## src/rtl/uart_mm_bridge_pkg.sv

```systemverilog
// Shared constants and state encodings for the UART-to-memory-mapped bridge.
// Compile-time option UART_MM_BRIDGE_TIMEOUT_EN enables the inter-byte timeout in the top.
package uart_mm_bridge_pkg;

   localparam logic [7:0] OP_WRITE = 8'h57;
   localparam logic [7:0] OP_READ  = 8'h52;
   localparam logic [7:0] RSP_ACK  = 8'h06;
   localparam logic [7:0] RSP_NAK  = 8'h15;

   typedef enum logic [2:0] {
      ST_IDLE,
      ST_GET_ADDR,
      ST_GET_DATA,
      ST_BUS_WRITE,
      ST_BUS_READ,
      ST_CAPTURE,
      ST_SEND_RESP
   } state_t;

   typedef enum logic [1:0] {
      RX_IDLE,
      RX_START,
      RX_DATA,
      RX_STOP
   } rx_state_t;

endpackage

```

## src/rtl/uart_mm_bridge_serdes.sv

```systemverilog
// 8N1 serializer/deserializer: 2-flop rx synchronizer, mid-bit sampling receiver,
// and a transmitter that accepts the next byte in the last stop-bit cycle (no idle gap).
module uart_serdes
   import uart_mm_bridge_pkg::*;
#(
   parameter int CYCLES_PER_BIT = 217
) (
   input  logic       clock,
   input  logic       reset,
   input  logic       rx_i,
   output logic       tx_o,
   output logic       rx_valid_o,
   output logic [7:0] rx_data_o,
   input  logic       tx_send_i,
   input  logic [7:0] tx_data_i,
   output logic       tx_ready_o
);

   localparam int CW = $clog2(CYCLES_PER_BIT + 1);
   localparam logic [CW-1:0] LAST = CW'(CYCLES_PER_BIT - 1);
   localparam logic [CW-1:0] HALF = CW'(CYCLES_PER_BIT / 2 - 1);

   logic            rx_s1_q, rx_s2_q, rx_prev_q, rx_valid_q;
   rx_state_t       rx_st_q;
   logic [CW-1:0]   rx_cnt_q;
   logic [2:0]      rx_bit_q;
   logic [7:0]      rx_shift_q;

   always_ff @(posedge clock or negedge reset) begin
      if (!reset) begin
         rx_s1_q    <= 1'b1;
         rx_s2_q    <= 1'b1;
         rx_prev_q  <= 1'b1;
         rx_valid_q <= 1'b0;
         rx_st_q    <= RX_IDLE;
         rx_cnt_q   <= '0;
         rx_bit_q   <= '0;
         rx_shift_q <= '0;
      end else begin
         rx_s1_q    <= rx_i;
         rx_s2_q    <= rx_s1_q;
         rx_prev_q  <= rx_s2_q;
         rx_valid_q <= 1'b0;
         case (rx_st_q)
            RX_IDLE: if (rx_prev_q && !rx_s2_q) begin
               rx_st_q  <= RX_START;
               rx_cnt_q <= '0;
            end
            // A start bit that has gone high again by mid-bit is treated as a glitch.
            RX_START: if (rx_cnt_q == HALF) begin
               rx_cnt_q <= '0;
               rx_bit_q <= '0;
               rx_st_q  <= rx_s2_q ? RX_IDLE : RX_DATA;
            end else rx_cnt_q <= rx_cnt_q + 1'b1;
            RX_DATA: if (rx_cnt_q == LAST) begin
               rx_cnt_q   <= '0;
               rx_shift_q <= {rx_s2_q, rx_shift_q[7:1]};
               if (rx_bit_q == 3'd7) rx_st_q <= RX_STOP;
               else rx_bit_q <= rx_bit_q + 1'b1;
            end else rx_cnt_q <= rx_cnt_q + 1'b1;
            RX_STOP: if (rx_cnt_q == LAST) begin
               rx_cnt_q   <= '0;
               rx_st_q    <= RX_IDLE;
               rx_valid_q <= rx_s2_q;
            end else rx_cnt_q <= rx_cnt_q + 1'b1;
            default: rx_st_q <= RX_IDLE;
         endcase
      end
   end

   assign rx_valid_o = rx_valid_q;
   assign rx_data_o  = rx_shift_q;

   logic            tx_q, tx_busy_q;
   logic [CW-1:0]   tx_cnt_q;
   logic [3:0]      tx_bit_q;
   logic [8:0]      tx_shift_q;

   assign tx_ready_o = !tx_busy_q || (tx_cnt_q == LAST && tx_bit_q == 4'd9);
   assign tx_o       = tx_q;

   always_ff @(posedge clock or negedge reset) begin
      if (!reset) begin
         tx_q       <= 1'b1;
         tx_busy_q  <= 1'b0;
         tx_cnt_q   <= '0;
         tx_bit_q   <= '0;
         tx_shift_q <= '1;
      end else if (tx_send_i && tx_ready_o) begin
         tx_q       <= 1'b0;
         tx_busy_q  <= 1'b1;
         tx_cnt_q   <= '0;
         tx_bit_q   <= '0;
         tx_shift_q <= {1'b1, tx_data_i};
      end else if (tx_busy_q) begin
         if (tx_cnt_q == LAST) begin
            tx_cnt_q <= '0;
            if (tx_bit_q == 4'd9) begin
               tx_busy_q <= 1'b0;
               tx_q      <= 1'b1;
            end else begin
               tx_bit_q   <= tx_bit_q + 1'b1;
               tx_q       <= tx_shift_q[0];
               tx_shift_q <= {1'b1, tx_shift_q[8:1]};
            end
         end else tx_cnt_q <= tx_cnt_q + 1'b1;
      end
   end

endmodule

```

## src/rtl/uart_mm_bridge.sv

```systemverilog
// UART command bridge acting as memory-mapped bus initiator ('W' write / 'R' read frames).
// Define UART_MM_BRIDGE_TIMEOUT_EN to drop partial frames after TIMEOUT_CYCLES of line silence.
module uart_mm_bridge
   import uart_mm_bridge_pkg::*;
#(
   parameter int CLOCK_FREQUENCY = 25000000,
   parameter int BAUD_RATE       = 115200,
   parameter int DATA_WIDTH      = 32,
   parameter int ADDR_WIDTH      = 32,
   parameter int TIMEOUT_CYCLES  = 2500000
) (
   input  logic                    clock,
   input  logic                    reset,
   input  logic                    uart_rx,
   output logic                    uart_tx,
   output logic                    readEnable,
   output logic                    writeEnable,
   output logic [DATA_WIDTH/8-1:0] writeByteEnable,
   output logic [ADDR_WIDTH-1:0]   address,
   output logic [DATA_WIDTH-1:0]   writeData,
   input  logic [DATA_WIDTH-1:0]   readData,
   output logic                    busy
);

   localparam int CYCLES_PER_BIT = CLOCK_FREQUENCY / BAUD_RATE;
   localparam int NB = DATA_WIDTH / 8;
   localparam int NA = ADDR_WIDTH / 8;

   if ((DATA_WIDTH % 8) != 0 || (ADDR_WIDTH % 8) != 0 || TIMEOUT_CYCLES < 1) begin : g_bad_params
      $error("uart_mm_bridge: widths must be byte multiples and TIMEOUT_CYCLES positive");
   end

   logic       rx_valid, tx_send, tx_ready, timeout_hit;
   logic [7:0] rx_byte, tx_byte;

   state_t                  state_q;
   logic                    is_write_q;
   logic [7:0]              cnt_q, rem_q;
   logic [ADDR_WIDTH-1:0]   addr_q;
   logic [DATA_WIDTH-1:0]   wdata_q, resp_q;

   uart_serdes #(.CYCLES_PER_BIT(CYCLES_PER_BIT)) u_serdes (
      .clock      (clock),
      .reset      (reset),
      .rx_i       (uart_rx),
      .tx_o       (uart_tx),
      .rx_valid_o (rx_valid),
      .rx_data_o  (rx_byte),
      .tx_send_i  (tx_send),
      .tx_data_i  (tx_byte),
      .tx_ready_o (tx_ready)
   );

`ifdef UART_MM_BRIDGE_TIMEOUT_EN
   logic [31:0] to_cnt_q;
   logic        in_frame;
   assign in_frame = (state_q == ST_GET_ADDR) || (state_q == ST_GET_DATA);

   always_ff @(posedge clock or negedge reset) begin
      if (!reset) to_cnt_q <= '0;
      else if (!in_frame || rx_valid) to_cnt_q <= '0;
      else to_cnt_q <= to_cnt_q + 1'b1;
   end
   assign timeout_hit = in_frame && (to_cnt_q == 32'(TIMEOUT_CYCLES - 1));
`else
   assign timeout_hit = 1'b0;
`endif

   // The first response byte is launched from BUS_WRITE/CAPTURE so its start bit follows immediately.
   always_comb begin
      tx_send = 1'b0;
      tx_byte = resp_q[DATA_WIDTH-1 -: 8];
      case (state_q)
         ST_IDLE: if (rx_valid && rx_byte != OP_WRITE && rx_byte != OP_READ) begin
            tx_send = 1'b1;
            tx_byte = RSP_NAK;
         end
         ST_BUS_WRITE: begin
            tx_send = 1'b1;
            tx_byte = RSP_ACK;
         end
         ST_CAPTURE: begin
            tx_send = 1'b1;
            tx_byte = readData[DATA_WIDTH-1 -: 8];
         end
         ST_SEND_RESP: tx_send = (rem_q != 8'd0);
         default: tx_send = 1'b0;
      endcase
   end

   always_ff @(posedge clock or negedge reset) begin
      if (!reset) begin
         state_q    <= ST_IDLE;
         is_write_q <= 1'b0;
         cnt_q      <= '0;
         rem_q      <= '0;
         addr_q     <= '0;
         wdata_q    <= '0;
         resp_q     <= '0;
      end else begin
         case (state_q)
            ST_IDLE: if (rx_valid && (rx_byte == OP_WRITE || rx_byte == OP_READ)) begin
               is_write_q <= (rx_byte == OP_WRITE);
               cnt_q      <= '0;
               state_q    <= ST_GET_ADDR;
            end
            ST_GET_ADDR: if (rx_valid) begin
               addr_q <= ADDR_WIDTH'({addr_q, rx_byte});
               if (cnt_q == 8'(NA - 1)) begin
                  cnt_q   <= '0;
                  state_q <= is_write_q ? ST_GET_DATA : ST_BUS_READ;
               end else cnt_q <= cnt_q + 1'b1;
            end else if (timeout_hit) state_q <= ST_IDLE;
            ST_GET_DATA: if (rx_valid) begin
               wdata_q <= DATA_WIDTH'({wdata_q, rx_byte});
               if (cnt_q == 8'(NB - 1)) begin
                  cnt_q   <= '0;
                  state_q <= ST_BUS_WRITE;
               end else cnt_q <= cnt_q + 1'b1;
            end else if (timeout_hit) state_q <= ST_IDLE;
            ST_BUS_WRITE: begin
               rem_q   <= '0;
               state_q <= ST_SEND_RESP;
            end
            ST_BUS_READ: state_q <= ST_CAPTURE;
            ST_CAPTURE: begin
               resp_q  <= readData << 8;
               rem_q   <= 8'(NB - 1);
               state_q <= ST_SEND_RESP;
            end
            ST_SEND_RESP: if (tx_ready) begin
               if (rem_q == 8'd0) state_q <= ST_IDLE;
               else begin
                  rem_q  <= rem_q - 1'b1;
                  resp_q <= resp_q << 8;
               end
            end
            default: state_q <= ST_IDLE;
         endcase
      end
   end

   assign readEnable      = (state_q == ST_BUS_READ);
   assign writeEnable     = (state_q == ST_BUS_WRITE);
   assign writeByteEnable = {NB{state_q == ST_BUS_WRITE}};
   assign address         = addr_q;
   assign writeData       = wdata_q;
   assign busy            = (state_q != ST_IDLE);

endmodule

```

## config.mk

```make
export PLATFORM = sky130hd
export DESIGN_NAME = uart_mm_bridge
export DESIGN_NICKNAME = d
export VERILOG_FILES = /design/src/rtl/uart_mm_bridge_pkg.sv /design/src/rtl/uart_mm_bridge_serdes.sv /design/src/rtl/uart_mm_bridge.sv
export SDC_FILE = /design/constraint.sdc
export NUM_CORES = 1
export LEC_CHECK = 0
export BUFFER_PORTS_ARGS = -buffer_cell sky130_fd_sc_hd__buf_2
export CAP_MARGIN = 20
export CORE_ASPECT_RATIO = 1.1
export CORE_MARGIN = 1.5
export CORE_UTILIZATION = 40
export DETAILED_ROUTE_END_ITERATION = 16
export RECOVER_POWER = 25
export SYNTH_ARGS = -nofsm -noshare
export SYNTH_HDL_FRONTEND = slang
export SYNTH_SLANG_ARGS = --single-unit
export TNS_END_PERCENT = 5
```

## constraint.sdc

```tcl
create_clock -name clock -period 2.21 [get_ports clock]
set_input_delay 0.1105 -clock clock [delete_from_list [all_inputs] [get_ports clock]]
set_output_delay 0.1105 -clock clock [all_outputs]
set_load 0.1 [all_outputs]
```

======== Yosys cells after proc, flatten, opt, wreduce, memory -nomap -nowiden ========
Cells that the tools add are included.
operators by class
  add/sub/neg operators ................... 6
  multiply operators ...................... 0
  div/mod/pow operators ................... 0
  magnitude comparators ................... 0
  equality and inequality tests ........... 35
  shift-type cells ........................ 0
  muxes and demuxes ....................... 59
  bitwise operators ....................... 0
  reduce and logical (&&, ||, !) cells .... 36
operator list
  cell                                                   count
  two-way mux 8 bit                                      12
  case mux 8 bit (3 select lines)                        3
  two-way mux 32 bit                                     2
  case mux 32 bit (2 select lines)                       1
  two-way mux 9 bit                                      4
  two-way mux 3 bit                                      11
  adder 8 x 1 -> 8 bit, second input constant            3
  equality test 8 x 7 -> 1 bit, second input constant    3
  inequality test 2 x 1 -> 1 bit, second input constant  9
  case mux 3 bit (6 select lines)                        1
  equality test 8 bit, second input constant             2
  two-way mux 4 bit                                      4
  inequality test 8 x 7 -> 1 bit, second input constant  2
  case mux 8 bit (2 select lines)                        1
  inequality test 2 bit, second input constant           7
  equality test 3 bit, second input constant             4
  two-way mux 2 bit                                      6
  AND reduction 3 bit                                    4
  two-way mux 1 bit                                      11
  AND reduction 2 bit                                    5
  nonzero test 2 bit                                     5
  equality test 8 x 2 -> 1 bit, second input constant    1
  zero test 8 bit                                        1
  case mux 2 bit (4 select lines)                        1
  21 further kinds                                       33
word-level totals
  flip-flop bits (word level) ............. 164
  latch bits .............................. 0
  memory bits (writable) .................. 0
  ROM bits ................................ 0
  bits of input ports ..................... 35
  output and inout port bits .............. 72
  logic and storage cells ................. 156
  memories ................................ 0

======== Depth between registers and ports, before layout ========
Gate-level depths: netlist (run 1).
  depth in word-level cells ............... 8
  gate-level depth with buffers ........... 9
  depth with buffers taken out ............ 7

======== By module ========
A second synthesis (run 1) with hierarchy kept.
second synthesis, totals
  cell total of the unflattened synthesis .. 627
  area, all modules ....................... 7526.0 µm²
by module, submodules not included
  module          times used  cells each  area each (µm²)  sequential area each (µm²)
  uart_mm_bridge  1           391         5049.8           2702.6
  uart_serdes     1           236         2476.1           1191.1

======== Worst setup path after synthesis (run 1) ========
Ideal clock, no wire load.
  kind .................................... register to output
  from .................................... reg state_q[0]
  to ...................................... out readEnable
  arrival time ............................ 2.769 ns
  required time ........................... 2.099 ns
  slack ................................... -0.670 ns
  stages on the path, launching flop included .. 3
  buffers on the path ..................... 1
  cell sequence ........................... dfrtp_1 > clkbuf_1 > nor3_1
on the way
  cells in the longest elaborated chain, start to end .. 1
ends and longest elaborated chain
  item                      RTL line               RTL
  start: declaration        uart_mm_bridge.sv:36   state_t state_q;
  start signal: assignment  uart_mm_bridge.sv:111  state_q <= is_write_q ? ST_GET_DATA : ST_BUS_READ;
  equality test 3 bit       uart_mm_bridge.sv:143  assign readEnable = (state_q == ST_BUS_READ);
  end: declaration          uart_mm_bridge.sv:16   output logic readEnable,
Every way passes these cells.

======== Worst setup path after layout (run 1) ========
  from .................................... reg u_serdes.tx_bit_q[1]
  to ...................................... reg u_serdes.tx_bit_q[3]
on the way
  cells in the longest elaborated chain, start to end .. 6
  elaborated cells on any way between the ends .. 13
  classes of those cells .................. 1 x add/sub; 2 x eq/ne; 4 x mux; 6 x reduce/logical
ends and longest elaborated chain
  item                                                          RTL line                      RTL
  start: declaration                                            uart_mm_bridge_serdes.sv:76   logic [3:0] tx_bit_q;
  start signal: assignment                                      uart_mm_bridge_serdes.sv:102  tx_bit_q <= tx_bit_q + 1'b1;
  branches (longest 6 deep; another with adder 4 x 1 -> 4 bit)  n/a
Parallel ways; which one is timed is not known. The select of a mux whose other input is x is not followed.
A chain may end at the register's enable or synchronous reset.

==> impl_metrics.env, run 1 <==
export IMPL_post_route_cells_drive_above_1_share=0.3588
export IMPL_worst_path_max_fanout=8
export IMPL_finalMaxSlewViolations=0
export IMPL_reg2reg_depth=7
export IMPL_hold_viol_final=0
export IMPL_yosys_warnings=0
export IMPL_htree_num_levels=4
export IMPL_global_route_usage_total=0.1689
export IMPL_insertion_delay_ps=420
export IMPL_max_freq_mhz=465.9
export IMPL_mappedNetlistArea_mm2=0.007183
export IMPL_core_rowCount=51
export IMPL_grt_pass1_wl_mm=24.92
export IMPL_timing_critical_path_required_ps=2500
export IMPL_drc=0
export IMPL_layout_area_overhead_vs_synth_pct=23.01
export IMPL_synthesized_instance_count=611
export IMPL_tritoncts="done"
export IMPL_drt_wirelength_per_cell_um=15.38
export IMPL_postCtsSetupRepairBufs=0
export IMPL_synth_area_per_cell_um2=11.76
export IMPL_layout_cell_area_non_filler_mm2=0.008836
export IMPL_grt_antenna_before_repair=0
export IMPL_synth_seq_cells=155
export IMPL_initial_utilization=0.4064
export IMPL_floorplan_die_area_mm2=0.01877
export IMPL_setup_viol=0
export IMPL_leakage_uw=0.004583
export IMPL_chipHeight_um=143.5
export IMPL_fin_crit_ps=2146
export IMPL_min_path_type="input port to flop"
export IMPL_antenna_cells=0
export IMPL_preCtsSetupSlack_ps=20.37
export IMPL_path_clk_slew_ps=60
export IMPL_fin_worst_hold_slack_ps=19.26
export IMPL_yosysSeqAreaShare=0.5421
export IMPL_place_congestion=0.8378
export IMPL_netlist_cell_type_count=70
export IMPL_layout_nets=790
export IMPL_rsz0062_at_grt="true"
export IMPL_grt_overflow_total=0
export IMPL_synth_async_reset_ratio=1.000
export IMPL_setup_clock_skew_after_layout_ps=13.20
export IMPL_maximum_resistive_drop_on_vdd_mv=0.5409
export IMPL_cp_data_arrival_time_ps=2440
export IMPL_worst_setup_path_type="flop to flop"
export IMPL_top_level_ports=107
export IMPL_timing_hold_worst_path_depth=3
export IMPL_worst_slew_margin_rel=0.2375
export IMPL_outcome="completed"
export IMPL_drt_first_pass_iters=5
export IMPL_placed_cell_area_mm2=0.008075
export IMPL_number_of_design_rule_violations_left_by_the_first_detailed_router_iteration=263
export IMPL_synth_edff_count=0
export IMPL_power_per_cell_area_mw_per_mm2=695.4
export IMPL_grt_pass1_vias=5221
export IMPL_number_of_fill_cells=1580
export IMPL_mappedNetlistNets=656
export IMPL_dominant_synthesized_flop_cell="sky130_fd_sc_hd__dfrtp_1"
export IMPL_critPathLaunchType="flop"
export IMPL_cts_root_to_sink_buffers=2
export IMPL_critPathCaptureType="flop"
export IMPL_coreArea_mm2=0.01768
export IMPL_final_critical_path_setup_slack_ps=63.62
export IMPL_grt_start_max_net_pins=63
export IMPL_timing_worst_slew_pin_value_ps=1144
export IMPL_numClockSinks=155
export IMPL_vias=5170
export IMPL_finalCritPeriodShare=0.9712
export IMPL_detailedPlacementHpwl_mm=10.35
export IMPL_number_of_maximum_capacitance_constraint_violations=0
export IMPL_port_buffer_count=106
export IMPL_final_antenna_net_count=0
export IMPL_die_width_um=130.8
export IMPL_post_drt_via_cell_ratio=5.191
export IMPL_wl_mm=15.32
export IMPL_cts_root_buffer_cell="sky130_fd_sc_hd__clkbuf_16"
export IMPL_cts_buffers=17
==> state kept, by name, summed over array words and instances, names as in the netlist, 8 cells and up, named ones only <==
signal               count
address                 32
writeData               32
resp_q                  24
cnt_q                    8
rem_q                    8
u_serdes.rx_cnt_q        8
u_serdes.rx_data_o       8
u_serdes.tx_cnt_q        8
u_serdes.tx_shift_q      8
==> logic make-up (layout without fill, tap and decap cells) <==
logic type,count (synthesis),after routing,synth area share
fa+ha+maj,10,10,0.01742
buf+inv,53,200,0.03745
compound gates,143,143,0.1407
flops,155,155,0.5421
mux,93,93,0.1427
simple gates,151,151,0.1123
xor+xnor,6,6,0.007316
==> layer usage <==
metal,global-route usage,up-vias,part of all wire
li1,-,2480,-
met1,0.2101,2548,0.44
met2,0.2776,124,0.49
met3,0.04356,18,0.046
met4,0.07287,0,0.018
met5,0,-,0
==> critical path: stages (launching register included) <==
cell                        delay [ps]
sky130_fd_sc_hd__dfrtp_1           410
sky130_fd_sc_hd__inv_1              70
sky130_fd_sc_hd__ha_1              190
sky130_fd_sc_hd__nand3b_4          120
sky130_fd_sc_hd__or4_1             560
sky130_fd_sc_hd__a32oi_4           320
sky130_fd_sc_hd__a2bb2oi_1         240
sky130_fd_sc_hd__o41ai_2            90
==> power by group <==
part | internal (uW) | switching (uW)
Sequential | 2900 | 111
Clock | 1520 | 1220
Combinational | 178 | 208
==> synthesized netlist by cell type (4+ instances only) <==
cell type,instances,area [um^2]
sky130_fd_sc_hd__a31o_2,4,35.03
sky130_fd_sc_hd__nor3_1,5,25.02
sky130_fd_sc_hd__ha_1,10,125.1
sky130_fd_sc_hd__a21oi_1,15,75.07
sky130_fd_sc_hd__o21ai_0,54,270.3
sky130_fd_sc_hd__nor2_1,21,78.83
sky130_fd_sc_hd__mux2i_1,18,180.2
sky130_fd_sc_hd__dfrtp_1,143,3578
sky130_fd_sc_hd__o31ai_1,12,90.09
sky130_fd_sc_hd__nand2_1,59,221.5
sky130_fd_sc_hd__a31oi_1,6,37.54
sky130_fd_sc_hd__a21o_1,5,37.54
sky130_fd_sc_hd__dfstp_2,12,315.3
sky130_fd_sc_hd__buf_2,14,70.07
sky130_fd_sc_hd__inv_1,17,63.81
sky130_fd_sc_hd__nand3_1,11,55.05
sky130_fd_sc_hd__xor2_1,6,52.55
sky130_fd_sc_hd__clkbuf_1,11,41.29
sky130_fd_sc_hd__a22o_1,12,105.1
sky130_fd_sc_hd__or3_1,9,56.30
sky130_fd_sc_hd__nor2b_1,4,25.02
sky130_fd_sc_hd__nand2b_1,5,31.28
sky130_fd_sc_hd__buf_4,7,52.55
sky130_fd_sc_hd__mux2_2,75,844.6
sky130_fd_sc_hd__and3_1,9,56.30
==> stage by stage <==
step | total power, uW | instances | utilization | setup TNS, ps
detailed placement | 3433 | 943 | 0.4569 | 0
floorplan | 3254 | 611 | - | -32.48
finish | 6145 | 996 | 0.4999 | 0
global placement | 3406 | 943 | 0.4569 | 0
global route | 6412 | 996 | 0.4999 | -616.1
CTS | 6244 | 996 | 0.5003 | 0
==> cells in the final DEF, fill, tap and decap left out, drive strengths merged, types with 10 or more instances in the layout <==
cell type,Yosys,final
inv,17,24
mux2i,18,18
nand3,11,11
dfrtp,143,143
o31ai,14,14
mux2,75,75
dlygate4sd3,0,21
a21oi,16,16
nor2,22,22
o21ai,56,56
ha,10,10
buf,23,128
clkbuf,13,21
nand2,59,59
a22o,12,12
dfstp,12,12
==> cell type report <==
class,count,area [um^2],area share
Clock buffer,19,452.9,0.05126
Clock inverter,13,105.1,0.01189
Inverter,17,63.81,0.007222
Multi-Input combinational cell,403,3064,0.3468
Sequential cell,155,3894,0.4407
Tap cell,238,297.8,0.03370
Timing Repair Buffer,151,958.4,0.1085
==> repair_timing <==
| action | in CTS | in global routing |
|---|---|---|
| endpoints found under the setup margin | 0 | 20 |
| hold buffers | 21 | 0 |
| endpoints found under the hold margin | 63 | 0 |
| resized for setup | 0 | 6 |
==> path summary, 6_finish.rpt <==
kind / from / to / slack [ps]
max: u_serdes.tx_bit_q[1] / u_serdes.tx_bit_q[3] / 60
min: readData[10] / resp_q[18] / 20
max reg2reg: u_serdes.tx_bit_q[1] / u_serdes.tx_bit_q[3] / 60
min reg2reg: u_serdes.rx_s1_q / u_serdes.rx_s2_q / 360
max in group asynchronous: reset / address[30] / 380
min in group asynchronous: reset / u_serdes.tx_cnt_q[6] / 460
No activity file was read; power rests on OpenSTA's default activity.
==> run 2: changes to the inputs <==
Settings changed: GPL_TIMING_DRIVEN from default to 0, SLEW_MARGIN from default to 20.
==> impl_metrics.env, run 2 (synthesis gave the netlist of run 1 again) <==
export IMPL_detailedPlacementHpwl_mm=10.82
export IMPL_crit_start="u_serdes.tx_cnt_q[0]"
export IMPL_final_critical_path_setup_slack_ps=28.36
export IMPL_coreArea_mm2=0.01768
export IMPL_insertion_delay_ps=430
export IMPL_timing_critical_path_required_ps=2510
export IMPL_grt_util_met1=0.2226
export IMPL_post_drt_via_cell_ratio=5.230
export IMPL_crit_reg_reg_endpoint="u_serdes.tx_bit_q[3]"
export IMPL_grt_pass1_wl_mm=26.04
export IMPL_most_common_cell_after_layout_fill_and_taps_aside="sky130_fd_sc_hd__dfrtp_1"
export IMPL_floorplan_die_area_mm2=0.01877
export IMPL_worst_slew_margin_rel=0.08374
export IMPL_die_width_um=130.8
export IMPL_share_seq_of_total_power=0.461
export IMPL_placed_cell_area_mm2=0.008054
export IMPL_number_of_maximum_capacitance_constraint_violations=0
export IMPL_fin_worst_hold_slack_ps=11.25
export IMPL_finalMaxSlewViolations=0
export IMPL_power_share_combinational=0.066
export IMPL_holdCritStartpoint="readData[13]"
export IMPL_drt_first_pass_iters=4
export IMPL_path_clk_slew_ps=60
export IMPL_worst_path_max_fanout=8
export IMPL_dp_cells=956
export IMPL_setup_viol=0
export IMPL_outcome="completed"
export IMPL_power_per_cell_area_mw_per_mm2=720.9
export IMPL_place_congestion=0.8143
export IMPL_layout_area_overhead_vs_synth_pct=24.56
export IMPL_cts_root_to_sink_buffers=2
export IMPL_ff2ff_setup_slack_ps=30
export IMPL_most_frequent_cells_in_the_layout="143 x sky130_fd_sc_hd__dfrtp_1, 119 x sky130_fd_sc_hd__buf_2, 75 x sky130_fd_sc_hd__mux2_2"
export IMPL_timing_hold_worst_path_depth=3
export IMPL_setup_clock_skew_after_layout_ps=9.221
export IMPL_grt_pass1_vias=5317
export IMPL_preCtsSetupSlack_ps=-220.3
export IMPL_worst_hold_path_endpoint="resp_q[21]"
export IMPL_r2r_start="u_serdes.tx_cnt_q[0]"
export IMPL_layout_nets=805
export IMPL_vias=5288
export IMPL_min_path_type="input port to flop"
export IMPL_switchingPower_uw=1565
export IMPL_global_route_usage_total=0.1778
export IMPL_post_route_cells_drive_above_1_share=0.3726
export IMPL_globalRouteMet3Util=0.04133
export IMPL_cts_root_buffer_cell="sky130_fd_sc_hd__clkbuf_16"
export IMPL_port_buffer_count=106
export IMPL_core_rowCount=51
export IMPL_numClockSinks=155
export IMPL_initial_utilization=0.4064
export IMPL_grt_antenna_before_repair=0
export IMPL_chipHeight_um=143.5
export IMPL_switching_share=0.2426
export IMPL_met2_usage=0.2942
export IMPL_number_of_fill_cells=1580
export IMPL_finalNonFillerCells=1011
export IMPL_fin_crit_ps=2182
export IMPL_p_int_uw=4885
export IMPL_max_freq_mhz=458.4
export IMPL_maximum_resistive_drop_on_vdd_mv=0.5062
export IMPL_cp_data_arrival_time_ps=2490
export IMPL_antenna_cells=0
export IMPL_fin_util=0.5062
export IMPL_cts_buffers=17
export IMPL_drc=0
export IMPL_rsz0062_at_grt="true"
export IMPL_timing_worst_slew_pin_value_ps=1374
export IMPL_leakage_uw=0.004650
export IMPL_number_of_design_rule_violations_left_by_the_first_detailed_router_iteration=232
export IMPL_busiest_layer="met2"
export IMPL_layout_cell_area_non_filler_mm2=0.008947
export IMPL_reg2reg_depth=7
export IMPL_drt_wirelength_per_cell_um=15.84
export IMPL_final_antenna_net_count=0
export IMPL_top_level_ports=107
export IMPL_wl_mm=16.01
export IMPL_hold_viol_final=0
export IMPL_critPathLaunchType="flop"
export IMPL_critPathCaptureType="flop"
export IMPL_grt_start_max_net_pins=102
export IMPL_htree_num_levels=4
export IMPL_tritoncts="done"
export IMPL_finalCritPeriodShare=0.9872
export IMPL_grt_overflow_total=0
export IMPL_power_share_clock=0.472
export IMPL_worst_setup_path_type="flop to flop"
[run 2: cell types whose count changed in the layout (fill, tap and decap cells not counted), moves of 2 or more]
cell,delta
sky130_fd_sc_hd__buf_12,-3
sky130_fd_sc_hd__clkbuf_1,+7
sky130_fd_sc_hd__buf_2,+14
sky130_fd_sc_hd__bufinv_16,+3
sky130_fd_sc_hd__buf_4,-10
sky130_fd_sc_hd__clkbuf_2,+6
sky130_fd_sc_hd__o21ai_0,+2
sky130_fd_sc_hd__dlygate4sd3_1,-2
sky130_fd_sc_hd__inv_6,-2
sky130_fd_sc_hd__buf_6,+3
sky130_fd_sc_hd__o21ai_1,-3
[run 2: worst max path at each step]
| stage | endpoint | slack (ps) | cells past startpoint |
|---|---|---|---|
| 3_3_place_gp | writeData[28] | -1220 | 1 |
| 6_report | u_serdes.tx_bit_q[3] | 30 | 7 |
| 5_1_grt | state_q[2] | -100 | 3 |
| 4_1_cts | rem_q[4] | -3 | 8 |
| 2_1_floorplan | u_serdes.tx_o | -30 | 7 |
| 3_5_place_dp | resp_q[10] | -220 | 7 |
[run 2: critical path, stage by stage (launching register included)]
cell and delay, ps:
sky130_fd_sc_hd__dfrtp_1 420, sky130_fd_sc_hd__inv_1 80, sky130_fd_sc_hd__ha_1 140, sky130_fd_sc_hd__nand4b_1 210, sky130_fd_sc_hd__or4_1 520, sky130_fd_sc_hd__a32oi_4 350
sky130_fd_sc_hd__a2bb2oi_1 240, sky130_fd_sc_hd__o41ai_2 100
[run 2: layout make-up]
cell class	instances	area, um^2	area share
Sequential cell	155	3894	0.4352
Timing Repair Buffer	130	769.5	0.08600
Buffer	36	211.5	0.02363
Clock inverter	14	185.2	0.02070
Multi-Input combinational cell	403	3097	0.3461
Inverter	17	63.81	0.007132
Tap cell	238	297.8	0.03328
Clock buffer	18	429.2	0.04797
[run 2: stage by stage]
stage / power (uW) / setup TNS [ps]
after global routing: 6715 / -10020
after floorplan: 3254 / -32.48
after global placement: 3393 / -180650
after CTS: 6523 / -5.538
after detailed placement: 3426 / -6746
final: 6450 / 0
[run 2: power groups by stage]
| stage | sequential (uW) | combinational (uW) | clock [uW] |
|---|---|---|---|
| final | 2970 | 428 | 3050 |
| after global routing | 2980 | 491 | 3240 |
| after CTS | 2970 | 429 | 3120 |
| after detailed placement | 3020 | 402 | 0 |
| after global placement | 3020 | 372 | 0 |
| after floorplan | 3010 | 246 | 0 |
[run 2: routing by layer]
metal  routed length, um  vias to the layer above
met4                 312                        0
met5                   0                        -
li1                    -                     2513
met2                7901                      112
met1                7098                     2638
met3                 700                       25
[run 2: repair_timing]
action | CTS | global route
setup endpoints to repair | 65 | 98
resized for setup | 7 | 13
setup buffers | 3 | 1
hold endpoints to repair | 72 | 0
pin swaps | 3 | 3
hold buffers | 19 | 0
